File: src/rtl/mips_cpu_pkg.sv
// Shared CPU types: machine word, multiplier result, register names, and the
// MEM-stage access size and FSM state enumerations.
package mips_cpu_pkg;

    typedef logic [31:0] word_t;
    typedef logic [63:0] double_word_t;

    typedef enum logic [4:0] {
        REG_ZERO, REG_AT, REG_V0, REG_V1, REG_A0, REG_A1, REG_A2, REG_A3,
        REG_T0,   REG_T1, REG_T2, REG_T3, REG_T4, REG_T5, REG_T6, REG_T7,
        REG_S0,   REG_S1, REG_S2, REG_S3, REG_S4, REG_S5, REG_S6, REG_S7,
        REG_T8,   REG_T9, REG_K0, REG_K1, REG_GP, REG_SP, REG_FP, REG_RA
    } reg_enum;

    typedef enum logic [1:0] {
        MEM_B = 2'd0,
        MEM_H = 2'd1,
        MEM_W = 2'd2
    } mem_size_enum;

    typedef enum logic [1:0] {
        MEM_IDLE,
        MEM_REQ,
        MEM_WAIT,
        MEM_DONE
    } mem_state_enum;

endpackage

File: src/rtl/mem_align.sv
// Data-memory lane logic for the MEM stage (purely combinational).
//   size_i, addr_i   : access size and low address bits
//   signed_i         : sign-extend (lb/lh) vs zero-extend (lbu/lhu) loads
//   rtdata_i         : store data; wdata_o/be_o are the lane-replicated bus data
//   rdata_i          : raw bus read data; ldata_o is aligned and extended
//   misaligned_o     : H with addr[0] set, or W with addr[1:0] non-zero
module mem_align
    import mips_cpu_pkg::*;
(
    input  mem_size_enum size_i,
    input  logic         signed_i,
    input  logic [1:0]   addr_i,
    input  word_t        rtdata_i,
    input  word_t        rdata_i,
    output logic [3:0]   be_o,
    output word_t        wdata_o,
    output word_t        ldata_o,
    output logic         misaligned_o
);

    logic [7:0]  rd_byte;
    logic [15:0] rd_half;

    always_comb begin
        unique case (addr_i)
            2'd0:    rd_byte = rdata_i[7:0];
            2'd1:    rd_byte = rdata_i[15:8];
            2'd2:    rd_byte = rdata_i[23:16];
            default: rd_byte = rdata_i[31:24];
        endcase
        rd_half = addr_i[1] ? rdata_i[31:16] : rdata_i[15:0];
    end

    always_comb begin
        be_o         = 4'b0000;
        wdata_o      = rtdata_i;
        ldata_o      = rdata_i;
        misaligned_o = 1'b0;
        case (size_i)
            MEM_B: begin
                be_o    = 4'b0001 << addr_i;
                wdata_o = {4{rtdata_i[7:0]}};
                ldata_o = {{24{signed_i & rd_byte[7]}}, rd_byte};
            end
            MEM_H: begin
                be_o         = addr_i[1] ? 4'b1100 : 4'b0011;
                wdata_o      = {2{rtdata_i[15:0]}};
                ldata_o      = {{16{signed_i & rd_half[15]}}, rd_half};
                misaligned_o = addr_i[0];
            end
            MEM_W: begin
                be_o         = 4'b1111;
                misaligned_o = |addr_i;
            end
            default: begin
                be_o = 4'b0000;
            end
        endcase
    end

endmodule

File: src/rtl/stage_mem.sv
// Pipeline MEM stage: issues loads/stores on a req/gnt/rvalid data bus, stalls
// the pipeline while an access is outstanding, and drives the MEM/WB register.
//   clk, rst_n         : clock, asynchronous active-low reset
//   mem_i_*            : EX/MEM register outputs (held stable while stall=1)
//   mem_o_*            : MEM/WB inputs; dmdout is registered, the rest pass through
//   mem_o_adel/ades    : misaligned load/store, combinational
//   stall              : freeze IF..MEM and bubble MEM/WB
//   dm_*               : data-memory bus
module stage_mem
    import mips_cpu_pkg::*;
#(
    parameter int unsigned ADDR_W = 32
) (
    input  logic              clk,
    input  logic              rst_n,
    input  logic              mem_i_dmre,
    input  logic              mem_i_dmwe,
    input  logic              mem_i_signed,
    input  mem_size_enum      mem_i_size,
    input  word_t             mem_i_alures,
    input  word_t             mem_i_rtdata,
    input  logic              mem_i_dm2rf,
    input  logic              mem_i_hilowe,
    input  logic              mem_i_rfwe,
    input  reg_enum           mem_i_rfwa,
    input  double_word_t      mem_i_mulres,
    output logic              mem_o_dm2rf,
    output logic              mem_o_hilowe,
    output logic              mem_o_rfwe,
    output reg_enum           mem_o_rfwa,
    output double_word_t      mem_o_mulres,
    output word_t             mem_o_alures,
    output logic [3:0]        mem_o_bytesel,
    output word_t             mem_o_dmdout,
    output logic              mem_o_adel,
    output logic              mem_o_ades,
    output logic              stall,
    output logic              dm_req,
    output logic              dm_we,
    output logic [3:0]        dm_be,
    output logic [ADDR_W-1:0] dm_addr,
    output word_t             dm_wdata,
    input  logic              dm_gnt,
    input  logic              dm_rvalid,
    input  word_t             dm_rdata
);

    mem_state_enum state_q;
    word_t         dmdout_q;

    logic       misaligned;
    logic       go;
    logic [3:0] lane_be;
    word_t      lane_wdata;
    word_t      load_data;

    mem_align u_mem_align (
        .size_i       (mem_i_size),
        .signed_i     (mem_i_signed),
        .addr_i       (mem_i_alures[1:0]),
        .rtdata_i     (mem_i_rtdata),
        .rdata_i      (dm_rdata),
        .be_o         (lane_be),
        .wdata_o      (lane_wdata),
        .ldata_o      (load_data),
        .misaligned_o (misaligned)
    );

    // Only aligned accesses ever reach the bus.
    assign go = (mem_i_dmre | mem_i_dmwe) & ~misaligned;

    always_ff @(posedge clk or negedge rst_n) begin
        if (!rst_n) begin
            state_q  <= MEM_IDLE;
            dmdout_q <= '0;
        end else begin
            case (state_q)
                MEM_IDLE: begin
                    if (go) begin
                        if (dm_gnt) state_q <= mem_i_dmre ? MEM_WAIT : MEM_DONE;
                        else        state_q <= MEM_REQ;
                    end
                end
                MEM_REQ: begin
                    if (dm_gnt) state_q <= mem_i_dmre ? MEM_WAIT : MEM_DONE;
                end
                MEM_WAIT: begin
                    if (dm_rvalid) begin
                        dmdout_q <= load_data;
                        state_q  <= MEM_DONE;
                    end
                end
                default: begin
                    state_q <= MEM_IDLE;
                end
            endcase
        end
    end

    // Request and stall decode the incoming access in IDLE so a zero-wait
    // memory can grant in the very first cycle of the instruction.
    always_comb begin
        dm_req = 1'b0;
        stall  = 1'b0;
        case (state_q)
            MEM_IDLE: begin
                dm_req = go;
                stall  = go;
            end
            MEM_REQ: begin
                dm_req = 1'b1;
                stall  = 1'b1;
            end
            MEM_WAIT: begin
                stall = 1'b1;
            end
            default: begin
                dm_req = 1'b0;
                stall  = 1'b0;
            end
        endcase
    end

    // Bus data derives from EX/MEM, which is frozen while stalled, so it is
    // stable for the whole request phase.
    assign dm_we    = dm_req & mem_i_dmwe;
    assign dm_be    = dm_req ? lane_be : 4'b0000;
    assign dm_addr  = {mem_i_alures[ADDR_W-1:2], 2'b00};
    assign dm_wdata = lane_wdata;

    assign mem_o_dm2rf   = mem_i_dm2rf;
    assign mem_o_hilowe  = mem_i_hilowe;
    assign mem_o_rfwa    = mem_i_rfwa;
    assign mem_o_mulres  = mem_i_mulres;
    assign mem_o_alures  = mem_i_alures;
    assign mem_o_rfwe    = mem_i_rfwe & ~(mem_i_dmre & misaligned);
    assign mem_o_bytesel = mem_i_dmre ? 4'b1111 : 4'b0000;
    assign mem_o_dmdout  = dmdout_q;
    assign mem_o_adel    = mem_i_dmre & misaligned;
    assign mem_o_ades    = mem_i_dmwe & misaligned;

endmodule

File: config.mk
export PLATFORM = sky130hd
export DESIGN_NAME = stage_mem
export DESIGN_NICKNAME = d
export VERILOG_FILES = /design/src/rtl/mips_cpu_pkg.sv /design/src/rtl/mem_align.sv /design/src/rtl/stage_mem.sv
export SDC_FILE = /design/constraint.sdc
export NUM_CORES = 1
export LEC_CHECK = 0
export CAP_MARGIN = 20
export CORE_AREA = 3 3 152 154
export CTS_CLUSTER_SIZE = 28
export DETAILED_ROUTE_END_ITERATION = 10
export DIE_AREA = 0 0 155 157
export PLACE_DENSITY = 0.49
export SYNTH_ARGS = -nofsm -noshare
export SYNTH_HDL_FRONTEND = slang
export SYNTH_SLANG_ARGS = --single-unit
File: constraint.sdc
create_clock -name clk -period 4.1 [get_ports clk]
set_input_delay 0.82 -clock clk [delete_from_list [all_inputs] [get_ports clk]]
set_output_delay 0.82 -clock clk [all_outputs]
set_load 0.03 [all_outputs]
==> summary.md, run 1 <==
| Metric | Value |
|---|---|
| Status | `finished clean` |
| Most common cell after layout, fill and taps aside | `clkdlybuf4s50_1` |
| WL per Instance | `19.62 µm` |
| Clock Tree Root | `clkbuf_16` |
| Clk_skew | `0.005674 ns` |
| Cell chain of the critical path | `clkdlybuf4s50_1 > inv_1 > ha_1 > o21ai_0 > or2_2 > a31oi_2 > inv_1 > clkdlybuf4s50_1` |
| Die Span X | `roughly 160 µm` |
| Critical path fanouts, max | `5` |
| Pwr per Cell Area | `about 590 nW/µm²` |
| Ant diodes | `0` |
| Row cnt | `54` |
| Nets | `633` |
| WHS Path Cells | `2` |
| TritonRoute pass-1 iters | `4` |
| R2R Path End | `mem_o_dmdout[15]` |
| # placed instances | `~720` |
| Tmin final | `~4 ns` |
| Largest net degree at the start of global routing | `between 40 and 50` |
| Worst-Margin Slew | `~0.86 ns` |
| Reg clk slew, reported paths | `about 0.06 ns` |
| Die Height | `roughly 160 µm` |
| Die ar. | `~24,000 µm²` |
| H-tree depth | `2` |
| ANT nets after route | `0` |
| Syn_area_per_cell | `a little over 8 µm²` |
| Vias in the first global route | `3,065` |
| FF+latch count, synth | `34` |
| CTS sink cnt | `34` |
| Post-CTS sizing | `0` |
| Post-synth EDFFs | `0` |
| Max Cap Viol | `0` |
| Arrival time worst endpoint | `3.11 ns` |
| Worst endpoint required time | `3.28 ns` |
| # Post-CTS Setup Buffers | `0` |
| Layout cells sized above 1 | `around 17%` |
| Port bufs | `~160` |
| Leak | `about 0.0018 µW` |
| Min-Delay Startpoint | `mem_o_dmdout[7]` |
| Final Hold Vio Count | `0` |
| Synth top area cells | `buf_4 (30%), dfrtp_1 (23%), mux2_2 (5.2%), a21oi_1 (5.1%), nand2_1 (3.5%)` |
| Slew Limit Fails | `0` |
| Vias | `3,104` |
| Unrepaired setup endpoints after global routing | `false` |
| CTS tree | `built` |
| Setup tns final | `0 ns` |
| DP Wirelength | `roughly 11,000 µm` |
| Cells after synthesis | `445` |
| Setup CP Type | `in -> out` |
| # IOs | `between 300 and 400` |
| CP startpoint kind | `input port` |
| Initial Util | `about 17%` |
| Commonest cells after routing, fill and taps aside | `clkdlybuf4s50_1 (132), a21oi_1 (37), nand2_1 (34), dfrtp_1 (34), buf_4 (28)` |
| First-pass GRT wire length | `just over 20,000 µm` |
| Worst Hold Class | `reg -> reg` |
| Register area share after synthesis | `23.28%` |
| # setup viols final | `0` |
| Final Instance Count excl. Fillers | `approximately 730` |
| R2R Path Start | `state_q[0]` |
| Synth top area share | `30.20%` |
| DR iter-0 viols | `177` |
| CTS max path bufs | `2` |
| Total global-route track usage | `a little over a tenth` |
| Clock insertion delay at the later pin of the skew report | `0.28 ns` |
| Layout area overhead | `25.85%` |
| Worst reg-to-reg path cell count | `7` |
| FMAX | `254.8 MHz` |
| Reg2Reg Setup Slack | `just over 2 ns` |
| Synth cell types | `41` |
| Initial antenna violation count | `2` |
| Grt total ovfl | `0` |
| Syn. warnings | `0` |
| CTS buffer count | `5` |
| Hold Path Sink | `mem_o_dmdout[7]` |
| Tcrit/Tclk final | `approximately 96%` |
| Ys async rst share | `100.0%` |
| RePlAce Congestion | `about 0.74` |
| Critical path's largest stage delay | `about 0.59 ns` |
| Final WL | `around 14,000 µm` |
| CP Capture Type | `output port` |
| Area leader, netlist | `buf_4` |
| Fill count | `2,415` |
| Worst path bufs/invs | `4` |
| Vias per cell | `around 4.3` |
| Crit path max-delay cell type | `clkdlybuf4s50_1` |
| CTS Hold Bufs | `0` |
| Ys flop type | `dfrtp_1` |
| CORE AREA | `around 22,000 µm²` |
| Netlist Area Pre-Place | `about 3700 µm²` |
| Top Family by Delay on Critical Path | `buffers and inverters` |
| Worst IR drop on VDD | `~0.28 mV` |
| DRC viols | `0` |
| Worst slew margin | `42.77%` |
==> worst reg2reg max path, stage by stage (launching register included) <==
cell	delay, ns
dfrtp_1	0.40
inv_1	0.12
ha_1	0.21
and2_1	0.54
buf_4	0.36
nand2_1	0.08
o22ai_1	0.14
a21oi_1	0.06
==> flip-flops by register name (all words and copies together) (netlist names) <==
name and count:
mem_o_dmdout 32, state_q 2
==> area by class of cell <==
cell class / count / area (µm²) / area share (%)
timing repair buffer: 167 / 1618 / 35.17
multi-input combinational: 231 / 1577 / 34.28
sequential: 34 / 850.8 / 18.50
tap: 280 / 350.3 / 7.617
clock buffer: 5 / 125.1 / 2.720
clock inverter: 3 / 45.04 / 0.9793
inverter: 9 / 33.78 / 0.7345
==> how the worst max path moves through the flow <==
stage             startpoint       end  slack, ns  cells past startpoint
2_1_floorplan  mem_i_size[1]  dm_be[0]       0.94                      6
3_3_place_gp   mem_i_size[1]  dm_be[3]       0.11                      8
3_5_place_dp   mem_i_size[0]  dm_be[2]       0.04                      8
4_1_cts        mem_i_size[1]  dm_be[2]       0.04                      8
5_1_grt        mem_i_size[1]    dm_req       0.01                      8
6_report       mem_i_size[1]    dm_req       0.17                      8
==> power breakdown <==
part	switching (µW)	total, µW	internal (µW)
combinational	951	1620	670
clock	157	444	287
sequential	120	626	506
total	1230	2690	1460
==> per-layer routing <==
| metal | part of all wire [%] | GRT usage (%) | vias up |
|---|---|---|---|
| li1 | - | - | 1416 |
| met1 | 39 | 12.98 | 1457 |
| met2 | 45 | 16.73 | 152 |
| met3 | 11 | 4.757 | 75 |
| met4 | 5.3 | 5.214 | 4 |
| met5 | 0.19 | 0 | - |
==> synthesized netlist by cell type (all sizes together), types with 4 or more instances <==
master,number
clkbuf,16
a221oi,8
o211ai,16
nor3,4
mux2,17
ha,8
and2,5
a22oi,9
inv,9
a21oi,37
o21ai,19
buf,156
o221ai,6
nand3,13
dfrtp,34
nor2,14
nand2,34
a211o,6
nor2b,5
a22o,8
==> kinds of logic after synthesis <==
logic type                 Yosys count  synth area share [%]
and+or+nand+nor                     80                 10.06
buffers and inverters              181                 34.06
AOI/OAI and AO/OA                  122                 23.62
adders and majority gates            8                 2.739
other                                1                0.1026
DFF                                 34                 23.28
muxes                               19                 6.128
==> stage by stage <==
step | setup slack (ns) | hold slack [ns] | area [µm²] | total power [µW] | util (%)
after floorplan | 0.9372 | 0.5244 | 3659 | 1800 | -
after global placement | 0.1110 | 0.4690 | 4402 | 2266 | 20.17
after detailed placement | 0.04188 | 0.4793 | 4413 | 2267 | 20.22
after CTS | 0.04482 | 0.4945 | 4583 | 2732 | 21.00
after global routing | 0.01494 | 0.5210 | 4599 | 2864 | 21.08
final | 0.1749 | 0.4804 | 4599 | 2691 | 21.08
(Power assumes the default switching activity.)
==> inputs of run 2 (changes only) <==
- CORE_AREA: 3 3 152 154 -> 3 3 150 152
- DIE_AREA: 0 0 155 157 -> 0 0 153 155
- PLACE_DENSITY: 0.49 -> 0.51
- SYNTH_HIERARCHICAL: not set -> 1
==> run 2 against run 1 <==
Sequential power fell by 6.9%. Area after synthesis rose by 6.3%. Synthesized cell count fell by 3.8%. Clock power fell by 4%. First-iteration DRC count fell by 38%. Setup slack got worse by 0.029 ns. Combinational power fell by 5%. Critical endpoint is now dm_wdata[18]. Largest cell class is now multi-input gates. Highest routed layer unchanged.
==> summary.md, run 2 <==
| Metric | Value |
|---|---|
| Tmin final | `3.954 ns (+0.02898 ns)` |
| CP Capture Type | `output port` |
| Status | `finished clean` |
| Initial antenna violation count | `1 (-1)` |
| Layout area overhead | `23.54%` |
| Reg2Reg Setup Slack | `2.40 ns (+0.34 ns)` |
| Crit path max-delay cell type | `clkdlybuf4s50_1` |
| Critical path fanouts, max | `31 (+26)` |
| Largest net degree at the start of global routing | `35 (-17%)` |
| RePlAce Congestion | `0.7907 (+6.3%)` |
| DR iter-0 viols | `110 (-38%)` |
| Synth top area cells | `buf_4 (29%), dfrtp_1 (22%), mux2_2 (12%), a21oi_1 (3.9%), a221o_1 (3.1%)` |
| Register area share after synthesis | `21.90% (-1.4 points)` |
| Post-synth EDFFs | `0 (unchanged)` |
| Clock insertion delay at the later pin of the skew report | `0.27 ns (about the same)` |
| CTS sink cnt | `34 (unchanged)` |
| Row cnt | `53 (-1.9%)` |
| Max Cap Viol | `0 (unchanged)` |
| Syn. warnings | `6 (+6)` |
| Clock Tree Root | `clkbuf_16` |
| CTS tree | `built` |
| # IOs | `390 (unchanged)` |
| Final Hold Vio Count | `0 (unchanged)` |
| Vias in the first global route | `3,133 (+2.2%)` |
| Total chip power | `2543 µW (-5.5%)` |
| Syn_area_per_cell | `9.077 µm² (+11%)` |
| Reg clk slew, reported paths | `0.05 ns (about the same)` |
| H-tree depth | `2 (unchanged)` |
| Cell chain of the critical path | `clkdlybuf4s50_1 > inv_1 > ha_1 > buf_4 > nor2_4 > buf_12 > mux2_2 > clkdlybuf4s50_1` |
| Most common cell after layout, fill and taps aside | `clkdlybuf4s50_1` |
| Setup CP Type | `in -> out` |
| CTS max path bufs | `2 (unchanged)` |
| Ant diodes | `0 (unchanged)` |
| Ys async rst share | `100.0% (unchanged)` |
| Cells after synthesis | `428 (-3.8%)` |
| Die Height | `155 µm (-1.3%)` |
| Total global-route track usage | `10.61% (-0.24 points)` |
| CP most frequent cell | `clkdlybuf4s50_1` |
| Worst Hold Class | `reg -> reg` |
| Final Instance Count excl. Fillers | `712 (-2.3%)` |
| Max FFs per register | `32 (unchanged)` |
| DRC viols | `0 (unchanged)` |
| Vias | `2,925 (-5.8%)` |
| CP startpoint kind | `input port` |
| CORE AREA | `21,150 µm² (-3.1%)` |
| Worst slew margin | `47.73% (+5.0 points)` |
| Ys flop type | `dfrtp_1` |
| Nets | `621 (-1.9%)` |
| Unrepaired setup endpoints after global routing | `false` |
| # placed instances | `704 (-2.4%)` |
| Tcrit/Tclk final | `96.44% (+0.71 points)` |
| Worst-Margin Slew | `0.7840 ns (-0.07439 ns)` |
| ANT nets after route | `0 (unchanged)` |
| Initial Util | `18.37% (+1.6 points)` |
| Die ar. | `23,720 µm² (-2.5%)` |
| First-pass GRT wire length | `19,720 µm (-2.4%)` |
| Netlist Area Pre-Place | `3885 µm² (+6.3%)` |
| CTS Hold Bufs | `0 (unchanged)` |
| Clk_skew | `0.003599 ns (-0.002075 ns)` |
| Arrival time worst endpoint | `3.13 ns (+0.02 ns)` |
| Pwr per Cell Area | `529.8 nW/µm² (-9.4%)` |
| Worst IR drop on VDD | `0.2077 mV (-26%)` |
| FMAX | `252.9 MHz (-0.73%)` |
| Worst endpoint required time | `3.28 ns (about the same)` |
| Commonest cells after routing, fill and taps aside | `clkdlybuf4s50_1 (137), mux2_2 (41), dfrtp_1 (34)` |
| Area leader, netlist | `buf_4` |
| CTS buffer count | `5 (unchanged)` |
| # Post-CTS Setup Buffers | `0 (unchanged)` |
| Port bufs | `155 (unchanged)` |
| Synth cell types | `45 (+9.8%)` |
| Post-synth top cells | `buf_4 (150), mux2_2 (41), dfrtp_1 (34)` |
| Layout cells sized above 1 | `21.74% (+5.0 points)` |
| Most frequent cell after synthesis | `buf_4` |
| Leak | `0.002024 µW (+10%)` |
| FF+latch count, synth | `34 (unchanged)` |
| Slew Limit Fails | `0 (unchanged)` |
| TritonRoute pass-1 iters | `4 (unchanged)` |
| Die Span X | `153 µm (-1.3%)` |
| Post-CTS sizing | `3 (+3)` |
| DP Wirelength | `10,820 µm (-4.8%)` |
| Final WL | `13,300 µm (-7.0%)` |
| Synth top area share | `28.99% (-1.2 points)` |
| # setup viols final | `0 (unchanged)` |
| WL per Instance | `18.68 µm (-4.8%)` |
| Vias per cell | `4.108 (-3.5%)` |
| Grt total ovfl | `0 (unchanged)` |
| Critical path's largest stage delay | `0.60 ns (about the same)` |
run 2: cell types whose count changed after synthesis, sizes merged, moves of 6 or more:
| cell | previous run | this run |
|---|---|---|
| mux2 | 17 | 49 |
| o211ai | 16 | 1 |
| o21ai | 19 | 5 |
| nand2 | 34 | 21 |
| clkbuf | 16 | 4 |
| a221o | 1 | 12 |
| buf | 156 | 166 |
| nand3 | 13 | 3 |
| mux2i | 1 | 10 |
| a221oi | 8 | 0 |
| nor2 | 14 | 6 |
| o221ai | 6 | 0 |
run 2: metrics by stage:
step           util [%]  area, µm²  worst slack (ns)  TNS (ns)  hold slack, ns
6_report          22.69       4800            0.1459         0          0.5047
5_1_grt           22.69       4800          0.006197         0          0.5208
4_1_cts           22.67       4795           0.02676         0          0.5085
3_5_place_dp      21.91       4636         -0.009221  -0.01411          0.4958
3_3_place_gp      21.91       4636           0.06105         0          0.4942
2_1_floorplan         -       3889            0.7968         0          0.5244
run 2: routing by layer:
metal | global-route usage, % | part of all wire, % | up-vias
li1 | - | - | 1346
met1 | 11.71 | 38 | 1365
met2 | 16.63 | 45 | 144
met3 | 6.008 | 12 | 68
met4 | 4.964 | 4.4 | 2
met5 | 0 | 0.098 | -
run 2: worst paths after layout:
path / start / endpoint / cells after the start
max: mem_i_size[1] / dm_wdata[18] / 8
min: mem_o_dmdout[8] / mem_o_dmdout[8] / 1
max reg2reg: state_q[0] / mem_o_dmdout[28] / 5
min reg2reg: mem_o_dmdout[8] / mem_o_dmdout[8] / 1
max in group asynchronous: rst_n / mem_o_dmdout[2] / 1
min in group asynchronous: rst_n / mem_o_dmdout[31] / 1
run 2: cells by family (layout without fill, tap and decap cells):
family,after synthesis,after routing,share of synthesized area [%]
flops,34,34,21.90
buf+inv,182,190,33.24
simple gates,52,52,6.957
other cells,1,2,0.09653
mux,59,59,16.97
compound gates,92,92,18.26
fa+ha+maj,8,8,2.577
run 2: cell type report:
type | instances | area (µm²)
clock buffers | 7 | 132.6
clock inverters | 1 | 30.03
fillers | 2274 | 16350
inverters | 12 | 45.04
multi-input cells | 213 | 1754
flip-flops and latches | 34 | 850.8
well taps | 275 | 344.1
repair buffers | 170 | 1643
run 2: report_power, final:
part | switching (µW) | total (µW) | internal [µW]
Sequential | 85.8 | 583 | 497
Clock | 138 | 425 | 287
Combinational | 835 | 1540 | 700
Total | 1060 | 2540 | 1480
run 2: critical path, delay by kind of cell:
| kind | cells | cell delay, ns |
|---|---|---|
| mux | 1 | 0.35 |
| buf+inv | 5 | 1.61 |
| simple gates | 1 | 0.16 |
| fa+ha+maj | 1 | 0.19 |
